### src/rtl/load_store_unit.sv
// load_store_unit: valid/ready load/store initiator in front of a word-only data memory.
// Sub-word stores are read-modify-write; define LSU_MISALIGN_TRAP_EN to trap misaligned half/word accesses.
module load_store_unit #(
  parameter int DEPTH_LOG2 = 10
) (
  input  logic        clk,
  input  logic        reset,
  input  logic        req_valid,
  output logic        req_ready,
  input  logic        req_write,
  input  logic [1:0]  req_size,
  input  logic        req_unsigned,
  input  logic [31:0] req_addr,
  input  logic [31:0] req_wdata,
  output logic        resp_valid,
  output logic [31:0] resp_rdata,
  output logic        resp_error,
  output logic        mem_read,
  output logic        mem_write,
  output logic [31:0] mem_address,
  output logic [31:0] mem_write_data,
  input  logic [31:0] mem_read_data
);

  typedef enum logic [2:0] {IDLE, LOAD, RMW, STORE, RESP} state_t;

  state_t      state;
  logic [1:0]  lat_size;
  logic [1:0]  lat_lane;
  logic        lat_unsigned;
  logic [15:0] lat_wdata;

  logic        accept;
  logic        req_error;
  logic [7:0]  lane_byte;
  logic [15:0] lane_half;
  logic [31:0] load_data;
  logic [31:0] merged_word;
  logic        unused_addr_bits;

  assign accept           = req_valid && req_ready;
  assign unused_addr_bits = ^req_addr[31:DEPTH_LOG2+2];

  // NOTE: every variable written in an always_comb gets a default first, so no path leaves it unassigned (no latch).
  always_comb begin
    req_error = (req_size == 2'b11);
`ifdef LSU_MISALIGN_TRAP_EN
    if (req_size == 2'b01 && req_addr[0])            req_error = 1'b1;
    if (req_size == 2'b10 && req_addr[1:0] != 2'b00) req_error = 1'b1;
`endif
  end

  // Lane extraction/merge work off the latched request and the combinational memory word.
  always_comb begin
    lane_byte = mem_read_data[{lat_lane, 3'b000} +: 8];
    lane_half = lat_lane[1] ? mem_read_data[31:16] : mem_read_data[15:0];
    case (lat_size)
      2'b00:   load_data = {{24{lane_byte[7] & ~lat_unsigned}}, lane_byte};
      2'b01:   load_data = {{16{lane_half[15] & ~lat_unsigned}}, lane_half};
      default: load_data = mem_read_data;
    endcase

    merged_word = mem_read_data;
    if (lat_size == 2'b00) merged_word[{lat_lane, 3'b000} +: 8] = lat_wdata[7:0];
    else                   merged_word[{lat_lane[1], 4'b0000} +: 16] = lat_wdata;
  end

  // NOTE: sequential state uses non-blocking assignments so every register samples pre-edge values.
  always_ff @(posedge clk or posedge reset) begin
    if (reset) begin
      state          <= IDLE;
      req_ready      <= 1'b0;
      resp_valid     <= 1'b0;
      resp_error     <= 1'b0;
      resp_rdata     <= '0;
      mem_read       <= 1'b0;
      mem_write      <= 1'b0;
      mem_address    <= '0;
      mem_write_data <= '0;
      lat_size       <= '0;
      lat_lane       <= '0;
      lat_unsigned   <= 1'b0;
      lat_wdata      <= '0;
    end else begin
      case (state)
        IDLE: begin
          if (accept) begin
            req_ready    <= 1'b0;
            lat_size     <= req_size;
            lat_lane     <= req_addr[1:0];
            lat_unsigned <= req_unsigned;
            lat_wdata    <= req_wdata[15:0];
            mem_address  <= 32'(req_addr[DEPTH_LOG2+1:2]);
            if (req_error) begin
              state      <= RESP;
              resp_valid <= 1'b1;
              resp_error <= 1'b1;
              resp_rdata <= '0;
            end else if (!req_write) begin
              state    <= LOAD;
              mem_read <= 1'b1;
            end else if (req_size == 2'b10) begin
              state          <= STORE;
              mem_write      <= 1'b1;
              mem_write_data <= req_wdata;
            end else begin
              state    <= RMW;
              mem_read <= 1'b1;
            end
          end else begin
            req_ready <= 1'b1;
          end
        end
        LOAD: begin
          mem_read   <= 1'b0;
          resp_rdata <= load_data;
          resp_valid <= 1'b1;
          state      <= RESP;
        end
        RMW: begin
          mem_read       <= 1'b0;
          mem_write      <= 1'b1;
          mem_write_data <= merged_word;
          state          <= STORE;
        end
        STORE: begin
          mem_write  <= 1'b0;
          resp_rdata <= '0;
          resp_valid <= 1'b1;
          state      <= RESP;
        end
        RESP: begin
          resp_valid <= 1'b0;
          resp_error <= 1'b0;
          req_ready  <= 1'b1;
          state      <= IDLE;
        end
        default: state <= IDLE;
      endcase
    end
  end

endmodule

### config.mk
export PLATFORM = sky130hd
export DESIGN_NAME = load_store_unit
export DESIGN_NICKNAME = d
export VERILOG_FILES = /design/src/rtl/load_store_unit.sv
export SDC_FILE = /design/constraint.sdc
export NUM_CORES = 1
export LEC_CHECK = 0
export BUFFER_PORTS_ARGS = -buffer_cell sky130_fd_sc_hd__buf_4
export CAP_MARGIN = 20
export CORE_UTILIZATION = 53
export CTS_BUF_LIST = sky130_fd_sc_hd__clkbuf_16
export DETAILED_ROUTE_END_ITERATION = 7
export PLACE_DENSITY = 0.86
export SYNTH_ARGS = -nofsm -noshare
export SYNTH_HDL_FRONTEND = slang
export SYNTH_SLANG_ARGS = --single-unit
### constraint.sdc
create_clock -name clk -period 5.4 [get_ports clk]
set_input_delay 0.54 -clock clk [delete_from_list [all_inputs] [get_ports clk]]
set_output_delay 0.54 -clock clk [all_outputs]
set_load 0.005 [all_outputs]
=== After elaboration in Yosys (flattened, before gate mapping) ===
Index checks and enable logic that the tools add are counted.

* Flip-flop bits (word level): 103
* Input port bits: 103
* Output and inout port bits: 101
* Word-level logic and storage cells: 88

* $add $sub $neg: 2
* Equal/unequal tests: 13
* Shifts and indexed selects: 5
* Multiplexer cells: 34
* Bitwise operators: 3
* Reduce and logical (&&, ||, !) cells: 18

{| class="wikitable"
|+ Operators by type and width
! operator !! number
|-
| 32-bit 2-to-1 mux || 7
|-
| 32-bit one-hot mux with 2 select lines || 2
|-
| 32-bit one-hot mux with 3 select lines || 1
|-
| 32-bit bitwise mux || 2
|-
| 16-bit by 7-bit variable shift with 32-bit output, first input constant || 1
|-
| 8-bit by 7-bit variable shift with 32-bit output, first input constant || 1
|-
| 16-bit by 7-bit variable part select with 32-bit output || 1
|-
| 32-bit by 6-bit variable part select with 8-bit output || 1
|-
| 8-bit by 7-bit variable part select with 32-bit output || 1
|-
| 16-bit 2-to-1 mux || 1
|-
| 5-bit negation with 7-bit output || 2
|-
| 1-bit 2-to-1 mux || 12
|-
| 2-bit inequality test, second input constant || 5
|-
| 5-bit AND reduction || 2
|-
| 3-bit one-hot mux with 3 select lines || 1
|-
| 3-bit AND reduction || 3
|-
| 3-bit nonzero test || 3
|-
| 3-bit by 2-bit equality test with 1-bit output, second input constant || 2
|-
| 3-bit 2-to-1 mux || 2
|-
| 1-bit one-hot mux with 2 select lines || 3
|-
| 1-bit one-hot mux with 3 select lines || 2
|-
| 2-bit nonzero test || 3
|-
| 2-bit equality test, second input constant || 2
|-
| 4-bit AND reduction || 1
|-
| other kinds (12) || 14
|}

=== Logic depth before layout (Yosys ltp) ===
Gate-level depths: netlist of the first run.

* Depth after elaboration: 6
* Mapped depth: 8
* Gate-level depth less buffers: 6

=== Worst setup path after synthesis of the first run ===
Ideal clock, no wire load.

* Path kind: flip-flop to flip-flop
* Start: register lat_lane[1]
* End: register mem_write_data[16]
* Library setup time: 0.131 ns
* Data arrival time: 2.004 ns
* Required time: 5.269 ns
* Path slack: 3.266 ns
* Stages on the path, launching flop included: 8
* Path buffers: 1
* Clock period less this slack: 2.134 ns
* Cell sequence: dfrtp_1 -> buf_4 -> clkinv_1 -> ha_1 -> nor3b_1 -> a31o_2 -> a221oi_1 -> nor3_1

* Word-level cells in the longest chain between the ends: 5
* Elaborated cells between the ends (all ways): 10
* Those cells by class: 2 x add/sub; 4 x shift; 4 x mux

{| class="wikitable"
|+ RTL lines
! what !! line !! source
|-
| start: declaration || 29 || <nowiki>logic [1:0] lat_lane;</nowiki>
|-
| start signal: assignment || 90 || <nowiki>lat_lane <= req_addr[1:0];</nowiki>
|-
| 5-bit negation with 7-bit output (on tied branches) || 65, 64 ||
|-
| 16-bit by 7-bit variable part select with 32-bit output (tied with other cells) || 65 || <nowiki>else merged_word[{lat_lane[1], 4'b0000} +: 16] = lat_wdata;</nowiki>
|-
| 32-bit bitwise mux (on tied branches) || 65, 64 ||
|-
| 32-bit 2-to-1 mux (*) || 64 || <nowiki>if (lat_size == 2'b00) merged_word[{lat_lane, 3'b000} +: 8] = lat_wdata[7:0];</nowiki>
|-
| 32-bit one-hot mux with 2 select lines (*) || 85 || <nowiki>case (state)</nowiki>
|-
| end signal: assignment || 105 || <nowiki>mem_write_data <= req_wdata;</nowiki>
|-
| end signal: assignment || 123 || <nowiki>mem_write_data <= merged_word;</nowiki>
|-
| end: declaration || 21 || <nowiki>output logic [31:0] mem_write_data,</nowiki>
|}

Mark *: on every way between the ends. The rest lies on a longest branch, timed or not.
A chain may end at the register's enable or synchronous reset.

=== Final worst setup path of the first run ===
* Start: register lat_lane[1]
* End: register mem_write_data[12]

Same word-level chain as after synthesis.

==> results of run 1 <==
## logic make-up (layout without fill, tap and decap cells)
logic type                 count (synthesis)  in the layout  share of synthesized area
muxes                                     29             29                     0.0610
adders and majority gates                  5              5                     0.0117
buffers and inverters                     85            207                     0.0853
DFF                                      103            103                      0.482
AOI/OAI and AO/OA                        193            193                      0.271
and+or+nand+nor                           90             90                     0.0891
other                                      1             22                   0.000701
## sequential cells by signal, summed over array words and instances, names as in the netlist
| signal | cells |
|---|---|
| resp_rdata | 32 |
| lat_size | 2 |
| mem_read | 1 |
| lat_unsigned | 1 |
| lat_wdata | 16 |
| req_ready | 1 |
| resp_error | 1 |
| mem_address | 10 |
| lat_lane | 2 |
| mem_write_data | 32 |
| resp_valid | 1 |
| mem_write | 1 |
| state | 3 |
## cells in the mapped netlist (2+ instances only)
master,n
sky130_fd_sc_hd__and4b_1,2
sky130_fd_sc_hd__ha_1,5
sky130_fd_sc_hd__inv_1,22
sky130_fd_sc_hd__nor2_1,16
sky130_fd_sc_hd__buf_6,3
sky130_fd_sc_hd__a22o_1,15
sky130_fd_sc_hd__nand2b_1,2
sky130_fd_sc_hd__buf_2,13
sky130_fd_sc_hd__a222oi_1,7
sky130_fd_sc_hd__o21bai_1,3
sky130_fd_sc_hd__o2bb2ai_1,23
sky130_fd_sc_hd__clkbuf_1,18
sky130_fd_sc_hd__a31oi_1,8
sky130_fd_sc_hd__dfrtp_1,103
sky130_fd_sc_hd__and3_1,2
sky130_fd_sc_hd__buf_4,26
sky130_fd_sc_hd__o21ai_0,32
sky130_fd_sc_hd__and2_1,2
sky130_fd_sc_hd__a221o_1,16
sky130_fd_sc_hd__mux2_2,29
sky130_fd_sc_hd__nor3_1,20
sky130_fd_sc_hd__a221oi_2,2
sky130_fd_sc_hd__a21o_1,9
sky130_fd_sc_hd__nand2_1,32
sky130_fd_sc_hd__a221oi_1,30
sky130_fd_sc_hd__a21oi_1,39
## area by class of cell
type                       instances  area [µm²]  share of cell area
multi-input combinational        339        2410               0.351
clock inverter                     7         111              0.0163
sequential                       103        2580               0.376
timing repair buffer             168        1270               0.186
tap                              133         166              0.0243
inverter                          23        88.8              0.0130
clock buffer                       9         225              0.0329
## per-stage QoR
stage	instance area, µm²	util
2_1_floorplan	5430	-
3_3_place_gp	6490	0.664
3_5_place_dp	6500	0.665
4_1_cts	6840	0.700
5_1_grt	6850	0.701
6_report	6850	0.701
## critical path, delay by kind of cell, from the launching register on
kind | cells | cell delay, ps
AOI/OAI and AO/OA | 2 | 380
DFF | 1 | 750
buffers and inverters | 1 | 540
adders and majority gates | 1 | 530
and+or+nand+nor | 2 | 710
## final timing paths
check                                   start                 end
worst max-delay path              lat_lane[1]  mem_write_data[12]
worst min-delay path                    reset            mem_read
worst max register to register    lat_lane[1]  mem_write_data[12]
worst min register to register  resp_rdata[7]       resp_rdata[7]
max in group asynchronous               reset      resp_rdata[21]
min in group clk                  req_addr[0]         lat_lane[0]
## per-layer routing
metal,track usage,wire [µm],part of all wire
met1,0.416,6150,0.39
met2,0.462,7340,0.46
met3,0.0631,1590,0.10
met4,0.160,775,0.049
met5,0,0,0
## where the power goes
part           switching, mW  leakage, nW  total (mW)  internal, mW
Sequential             0.349         1.25        1.50          1.15
Clock                  0.290        0.169       0.740         0.451
Combinational          0.949         1.76        1.92         0.967
==> results.md, run 1 <==
| Parameter | This run |
|---|---|
| Max clock buf depth | 2 |
| Antenna-violating nets left | 0 |
| Post-detailed-routing wire length | 15,900 µm |
| Post-synth EDFFs | 0 |
| Row count | 36 |
| Most common library cell in the layout ignoring fill and taps | sky130_fd_sc_hd__buf_4 |
| Worst slew slack as a fraction of its limit | 0.321 |
| Avg Synthesized Cell Area | 10.6 µm² |
| Maximum fanout count along the critical path | 16 |
| Number of max-cap violations | 0 |
| Global-route wire length before repair | 24,000 µm |
| Register area share after synthesis | 0.482 |
| Antenna cells | 0 |
| Post-layout nets | 752 |
| Flip-flop cell with the highest count after synthesis | sky130_fd_sc_hd__dfrtp_1 |
| Post-detailed-route via-to-cell ratio | 6.34 |
| Slowest library cell on the worst path | sky130_fd_sc_hd__dfrtp_1 |
| Fraction of the cycle the final worst path needs | 0.554 |
| Slack of the worst reg-to-reg path | 2410 ps |
| Total power consumption of the routed design | 4.16 mW |
| Leading post-synthesis cells by cell area | sky130_fd_sc_hd__dfrtp_1, sky130_fd_sc_hd__mux2_2, sky130_fd_sc_hd__a221oi_1 |
| Yosys warnings | 0 |
| # hold bufs at CTS | 0 |
| Kind of launch point of the worst setup path | flop |
| Die ar. | 0.0105 mm² |
| Via Count | 4,956 |
| Number of global-route vias before repair | 4,573 |
| Setup repair after global routing missed its margin | false |
| Min-Delay Path Class | primary input to async pin |
| Critical-path cell list | clkinv_1 -> ha_1 -> nor3b_1 -> and3_1 -> a221oi_1 -> o2bb2ai_1 |
| Post-Place Setup Slack | 2590 ps |
| Gate Count Post-Synth | 506 |
| Number of antenna violations at the first check in global routing | 0 |
| Routed length per instance | 20.3 µm |
| Number of inserted filler cells in the final layout | 689 |
| Number of optimization iterations in the first detailed-route pass | 6 |
| Number of distinct library cells after synthesis | 53 |
| Kind of end point of the critical path | flop |
| Achievable Freq | 0.334 GHz |
| Setup violation total in the final timing report | 0 |
| Total number of H-tree levels | 3 |
| Number of DRC markers in iteration 0 | 481 |
| Filler-free cell count of the finished design | 782 |
| Overall fraction of global-route tracks in use | 0.305 |
| Most area-hungry cell type in the Yosys netlist | sky130_fd_sc_hd__dfrtp_1 |
| Buffer cell driving the clock tree root | sky130_fd_sc_hd__clkbuf_16 |
| Port Buf Inserts | 161 |
| Critical path required time | 5670 ps |
| Post-synthesis instance area | 0.00535 mm² |
| Layout Area Growth over Synthesis | 28.0% |
| Floorplan core area | 0.00977 mm² |
| Leading cell types in the layout, fill and taps excluded | sky130_fd_sc_hd__buf_4, sky130_fd_sc_hd__dfrtp_1, sky130_fd_sc_hd__a21oi_1 |
| Final hold vios | 0 |
| GRT Residual Overflow | 0 |
| Io pins | 204 |
| Start-to-end type of the worst setup path | flop to flop |
| Floorplan die height | 102 µm |
| Post-synthesis async set-or-reset flop share | 1.00 |
| Number of synthesized register bits | 103 |
| Final critical-path required period | 2990 ps |
| Width of the die | 102 µm |
| Worst path setup slack after routing | 2410 ps |
| Proportion of layout cells with a drive suffix above 1 | 0.350 |
| CTS tree | built |
| Depth of the worst register-to-register path | 6 |
| Setup TNS | 0 ps |
| Number of buffers added for setup after CTS | 0 |
| Maximum cell stage delay along the critical path | 750 ps |
| Clk slew on worst S/H paths | 70 ps |
| Static power due to leakage | 3.18 nW |
| Arrival time of the worst setup path | 3260 ps |
| Number of max-slew violations in the final report | 0 |
| Clk Latency, worst-skew pair | 350 ps |
| Final HPWL from detailed placement | 11,200 µm |
| Setup skew after layout | 7.50 ps |
| Number of CTS-inserted buffers | 9 |
| Starting density of the core | 0.548 |
| Power density over the cells | 607 mW/mm² |
| Area share of the largest cell type after synthesis | 0.482 |
| Weighted congestion reported at the end of routability-driven placement | 0.909 |
| Placed Cells incl. Taps | 765 |
| Outcome | finished, final reports clean |
| Slew at the pin with the worst max-slew slack | 1020 ps |
| IR Drop Worst-Case VDD | 267 µV |
| Cells resized by post-CTS repair | 0 |
| Tightest hold margin | 210 ps |
| DRC violations left | 0 |
| Clock sinks | 103 |
| Maximum number of pins on one net before global-route repair | 66 |
Power figures use the tool's default switching activity.
==> run 2, diff against run 1 <==
--- a/config.mk
+++ b/config.mk
@@ -5,12 +5,13 @@
 export SDC_FILE = /design/constraint.sdc
 export NUM_CORES = 1
 export LEC_CHECK = 0
+export ABC_AREA = 1
 export BUFFER_PORTS_ARGS = -buffer_cell sky130_fd_sc_hd__buf_4
 export CAP_MARGIN = 20
-export CORE_UTILIZATION = 53
+export CORE_UTILIZATION = 52
 export CTS_BUF_LIST = sky130_fd_sc_hd__clkbuf_16
 export DETAILED_ROUTE_END_ITERATION = 7
-export PLACE_DENSITY = 0.86
+export PLACE_DENSITY = 0.82
 export SYNTH_ARGS = -nofsm -noshare
 export SYNTH_HDL_FRONTEND = slang
 export SYNTH_SLANG_ARGS = --single-unit
==> constraint.sdc (replaced) <==
create_clock -name clk -period 3 [get_ports clk]
set_input_delay 0.3 -clock clk [delete_from_list [all_inputs] [get_ports clk]]
set_output_delay 0.3 -clock clk [all_outputs]
set_load 0.005 [all_outputs]
==> run 2 against run 1 <==
  * The run now ends with design-rule violations left
  * Power rose by 95%
  * Global-route usage fell by 0.96 points
  * Combinational power rose by 130%
  * Clock skew fell by 0.85 ps
  * Critical path depth rose by 3
  * Maximum frequency rose by 46%
  * Core utilization fell by 3.3 points
  * Worst hold slack got worse by 160 ps
  * Count of clock-buffer cells in the layout did not move
  * Sequential share of layout area fell by 4.4 points
  * Register-to-register slack got worse by 1500 ps
  * Clock power rose by 69%
  * Critical endpoint is now mem_write_data[17]
  * Largest power group unchanged
  * Highest routed layer unchanged
==> results.md, run 2 <==
| Parameter | This run | Delta |
|---|---|---|
| Outcome | finished, violations left |  |
| Failing checks | design-rule violations |  |
| Setup skew after layout | 6.65 ps | -0.849 ps |
| Layout Area Growth over Synthesis | 23.5% |  |
| Clk Latency, worst-skew pair | 360 ps | about the same |
| Start-to-end type of the worst setup path | flop to flop |  |
| Fraction of the cycle the final worst path needs | 0.683 | +0.130 |
| Row count | 39 | +8.3% |
| Placed Cells incl. Taps | 1,165 | +52% |
| Filler-free cell count of the finished design | 1,181 | +51% |
| Final critical-path required period | 2050 ps | -939 ps |
| Routed length per instance | 15.2 µm | -25% |
| Total number of H-tree levels | 3 | unchanged |
| Number of optimization iterations in the first detailed-route pass | 8 | +2 |
| Clock sinks | 103 | unchanged |
| Width of the die | 112 µm | +9.2% |
| Final standard cell utilization of the core | 0.667 | -0.0333 |
| Net Switching | 3.65 mW | +130% |
| CTS tree | built |  |
| Slew at the pin with the worst max-slew slack | 713 ps | -305 ps |
| Number of synthesized register bits | 103 | unchanged |
| Cells resized by post-CTS repair | 0 | unchanged |
| Worst path setup slack after routing | 950 ps | -1460 ps |
| Slack of the worst reg-to-reg path | 950 ps | -1460 ps |
| Register area share after synthesis | 0.411 | -0.0710 |
| Weighted congestion reported at the end of routability-driven placement | 0.943 | +3.7% |
| Starting density of the core | 0.541 | -0.00700 |
| Min-Delay Path Class | primary input to async pin |  |
| Arrival time of the worst setup path | 2340 ps | -920 ps |
| Summed area of non-filler cells in the final layout | 0.00775 mm² | +13% |
| Critical-path cell list | inv_2 -> ha_1 -> inv_1 -> nand4_1 -> o21ai_0 -> nand2_1 -> nand2_1 -> nand2_1 -> nor2_1 |  |
| Placed Area | 0.00744 mm² | +14% |
| Depth of the worst register-to-register path | 9 | +3 |
| Overall fraction of global-route tracks in use | 0.296 | -0.00956 |
| Post-synth EDFFs | 0 | unchanged |
| Antenna-violating nets left | 0 | unchanged |
| Switching power as a share of total power | 0.450 | +0.0677 |
| Number of max-slew violations in the final report | 0 | unchanged |
| Maximum cell stage delay along the critical path | 380 ps | -370 ps |
| Number of global-route vias before repair | 5,802 | +27% |
| Setup TNS | 0 ps | unchanged |
| Worst slew slack as a fraction of its limit | 0.524 | +0.202 |
| Avg Synthesized Cell Area | 7.00 µm² | -34% |
| Yosys warnings | 0 | unchanged |
| Via Count | 6,354 | +28% |
| Setup repair after global routing missed its margin | false |  |
| Proportion of power drawn by the clock network | 0.154 | -0.024 |
| Power density over the cells | 1050 mW/mm² | +73% |
| Most frequent cell after synthesis | sky130_fd_sc_hd__nand2_1 |  |
| Gate Count Post-Synth | 897 | +77% |
| Setup violation total in the final timing report | 0 | unchanged |
| Post-detailed-routing wire length | 17,900 µm | +13% |
| Post-synthesis async set-or-reset flop share | 1.00 | unchanged |
| Floorplan core area | 0.0116 mm² | +19% |
| Post-Place Setup Slack | 1020 ps | -1560 ps |
| Internal power | 4.47 mW | +74% |
| Post-layout nets | 1,141 | +52% |
| Number of buffers added for setup after CTS | 0 | unchanged |
| Die ar. | 0.0125 mm² | +19% |
| Area share of the largest cell type after synthesis | 0.411 | -0.0710 |
| Achievable Freq | 0.488 GHz | +46% |
| Critical path required time | 3290 ps | -2380 ps |
| R2R Path End | mem_write_data[17] |  |
| Maximum number of pins on one net before global-route repair | 104 | +58% |
| Leading cell types in the layout, fill and taps excluded | sky130_fd_sc_hd__nand2_1, sky130_fd_sc_hd__buf_4, sky130_fd_sc_hd__dfrtp_1 |  |
| Reg-to-reg startpoint | lat_lane[1] |  |
| Relative contribution of sequential cells to total power | 0.306 | -0.055 |
| Number of antenna violations at the first check in global routing | 0 | unchanged |
| Post-detailed-route via-to-cell ratio | 5.38 | -15% |
| Port Buf Inserts | 161 | unchanged |
| DRC violations left | 15 | +15 |
| Floorplan die height | 112 µm | +9.2% |
| Clk slew on worst S/H paths | 70 ps | about the same |
| Buffer cell driving the clock tree root | sky130_fd_sc_hd__clkbuf_16 |  |
| Static power due to leakage | 4.10 nW | +29% |
| Proportion of layout cells with a drive suffix above 1 | 0.211 | -0.139 |
| Slowest library cell on the worst path | sky130_fd_sc_hd__nand4_1 |  |
| Number of DRC markers in iteration 0 | 769 | +60% |
| Number of CTS-inserted buffers | 9 | unchanged |
| Kind of end point of the critical path | flop |  |
| Maximum fanout count along the critical path | 19 | +3 |
| Antenna cells | 0 | unchanged |
| GRT Residual Overflow | 0 | unchanged |
| Flip-flop cell with the highest count after synthesis | sky130_fd_sc_hd__dfrtp_1 |  |
| Power share of the combinational group | 0.541 | +0.080 |
| Global-route wire length before repair | 29,000 µm | +21% |
| Cell with the most instances on the worst path | sky130_fd_sc_hd__nand2_1 |  |
| IR Drop Worst-Case VDD | 569 µV | +110% |
| Most numerous cell types in the synthesized netlist | sky130_fd_sc_hd__nand2_1, sky130_fd_sc_hd__dfrtp_1, sky130_fd_sc_hd__o21ai_0, sky130_fd_sc_hd__inv_1, sky130_fd_sc_hd__nor2_1 |  |
| Number of max-cap violations | 0 | unchanged |
| Leading post-synthesis cells by cell area | sky130_fd_sc_hd__dfrtp_1, sky130_fd_sc_hd__nand2_1, sky130_fd_sc_hd__o21ai_0 |  |
| Kind of launch point of the worst setup path | flop |  |
| Most area-hungry cell type in the Yosys netlist | sky130_fd_sc_hd__dfrtp_1 |  |
| Number of distinct library cells after synthesis | 31 | -42% |
| Max clock buf depth | 2 | unchanged |
| Most common library cell in the layout ignoring fill and taps | sky130_fd_sc_hd__nand2_1 |  |
| Post-synthesis instance area | 0.00628 mm² | +17% |
| Leading registers by flop count | mem_write_data: 32 flops, resp_rdata: 32 flops, lat_wdata: 16 flops |  |
| Final HPWL from detailed placement | 13,100 µm | +17% |
| # hold bufs at CTS | 0 | unchanged |
| Final hold vios | 0 | unchanged |
| Io pins | 204 | unchanged |
==> run 2: changes by cell type after synthesis, moves of 16 or more <==
cell / previous run / this run
sky130_fd_sc_hd__a221o_1: 16 / 0
sky130_fd_sc_hd__a221oi_1: 30 / 0
sky130_fd_sc_hd__inv_1: 22 / 63
sky130_fd_sc_hd__mux2_2: 29 / 0
sky130_fd_sc_hd__nand2_1: 32 / 343
sky130_fd_sc_hd__nand3_1: 1 / 46
sky130_fd_sc_hd__nor2_1: 16 / 49
sky130_fd_sc_hd__nor3_1: 20 / 1
sky130_fd_sc_hd__o21ai_0: 32 / 88
sky130_fd_sc_hd__o22ai_1: 0 / 16
sky130_fd_sc_hd__o2bb2ai_1: 23 / 0
==> run 2: kinds of logic after synthesis <==
logic type	synth area share
other cells	0.000597
buf+inv	0.105
simple gates	0.322
compound gates	0.152
fa+ha+maj	0.00996
flops	0.411
==> run 2: power groups by stage <==
stage	combinational, mW	sequential [mW]	clock [mW]
floorplan	2.91	2.45	0
global placement	4.25	2.48	0
detailed placement	4.34	2.48	0
CTS	4.36	2.47	1.27
global route	4.93	2.55	1.33
finish	4.39	2.48	1.25
==> run 2: worst max-delay path: cells and delay by family (launching register included) <==
family	cells	cell delay (ps)
adders and majority gates	1	230
DFF	1	360
and+or+nand+nor	5	700
buffers and inverters	2	420
AOI/OAI and AO/OA	1	280
==> run 2: metrics by stage <==
| step | power [mW] | hold slack (ps) |
|---|---|---|
| after floorplan | 5.36 | 417 |
| after global placement | 6.72 | 456 |
| after detailed placement | 6.82 | 465 |
| after CTS | 8.10 | 119 |
| after global routing | 8.81 | 132 |
| final | 8.12 | 53.7 |
==> run 2: worst max path at each step <==
stage                      startpoint                 end  slack [ps]  depth (start not counted)
after floorplan           lat_lane[1]  mem_write_data[10]        1000                         11
after global placement    lat_lane[1]  mem_write_data[20]        1060                          9
after detailed placement  lat_lane[1]  mem_write_data[17]        1020                          9
after CTS                 lat_lane[1]  mem_write_data[17]        1010                          9
after global routing      lat_lane[1]  mem_write_data[22]         700                          9
final                     lat_lane[1]  mem_write_data[17]         950                          9
==> run 2: cell type report <==
type	instances	area, µm²
Multi-Input combinational cell	678	3120
Clock buffer	9	225
Sequential cell	103	2580
Tap cell	143	179
Timing Repair Buffer	170	1290
Inverter	71	270
Fill cell	1034	3860
Clock inverter	7	88.8
==> run 2: layer usage <==
layer	global-route usage	wire length, µm	vias to the layer above
li1	-	-	3097
met1	0.412	7670	2895
met2	0.457	8060	325
met3	0.0631	1710	37
met4	0.103	465	0
met5	0	0	-
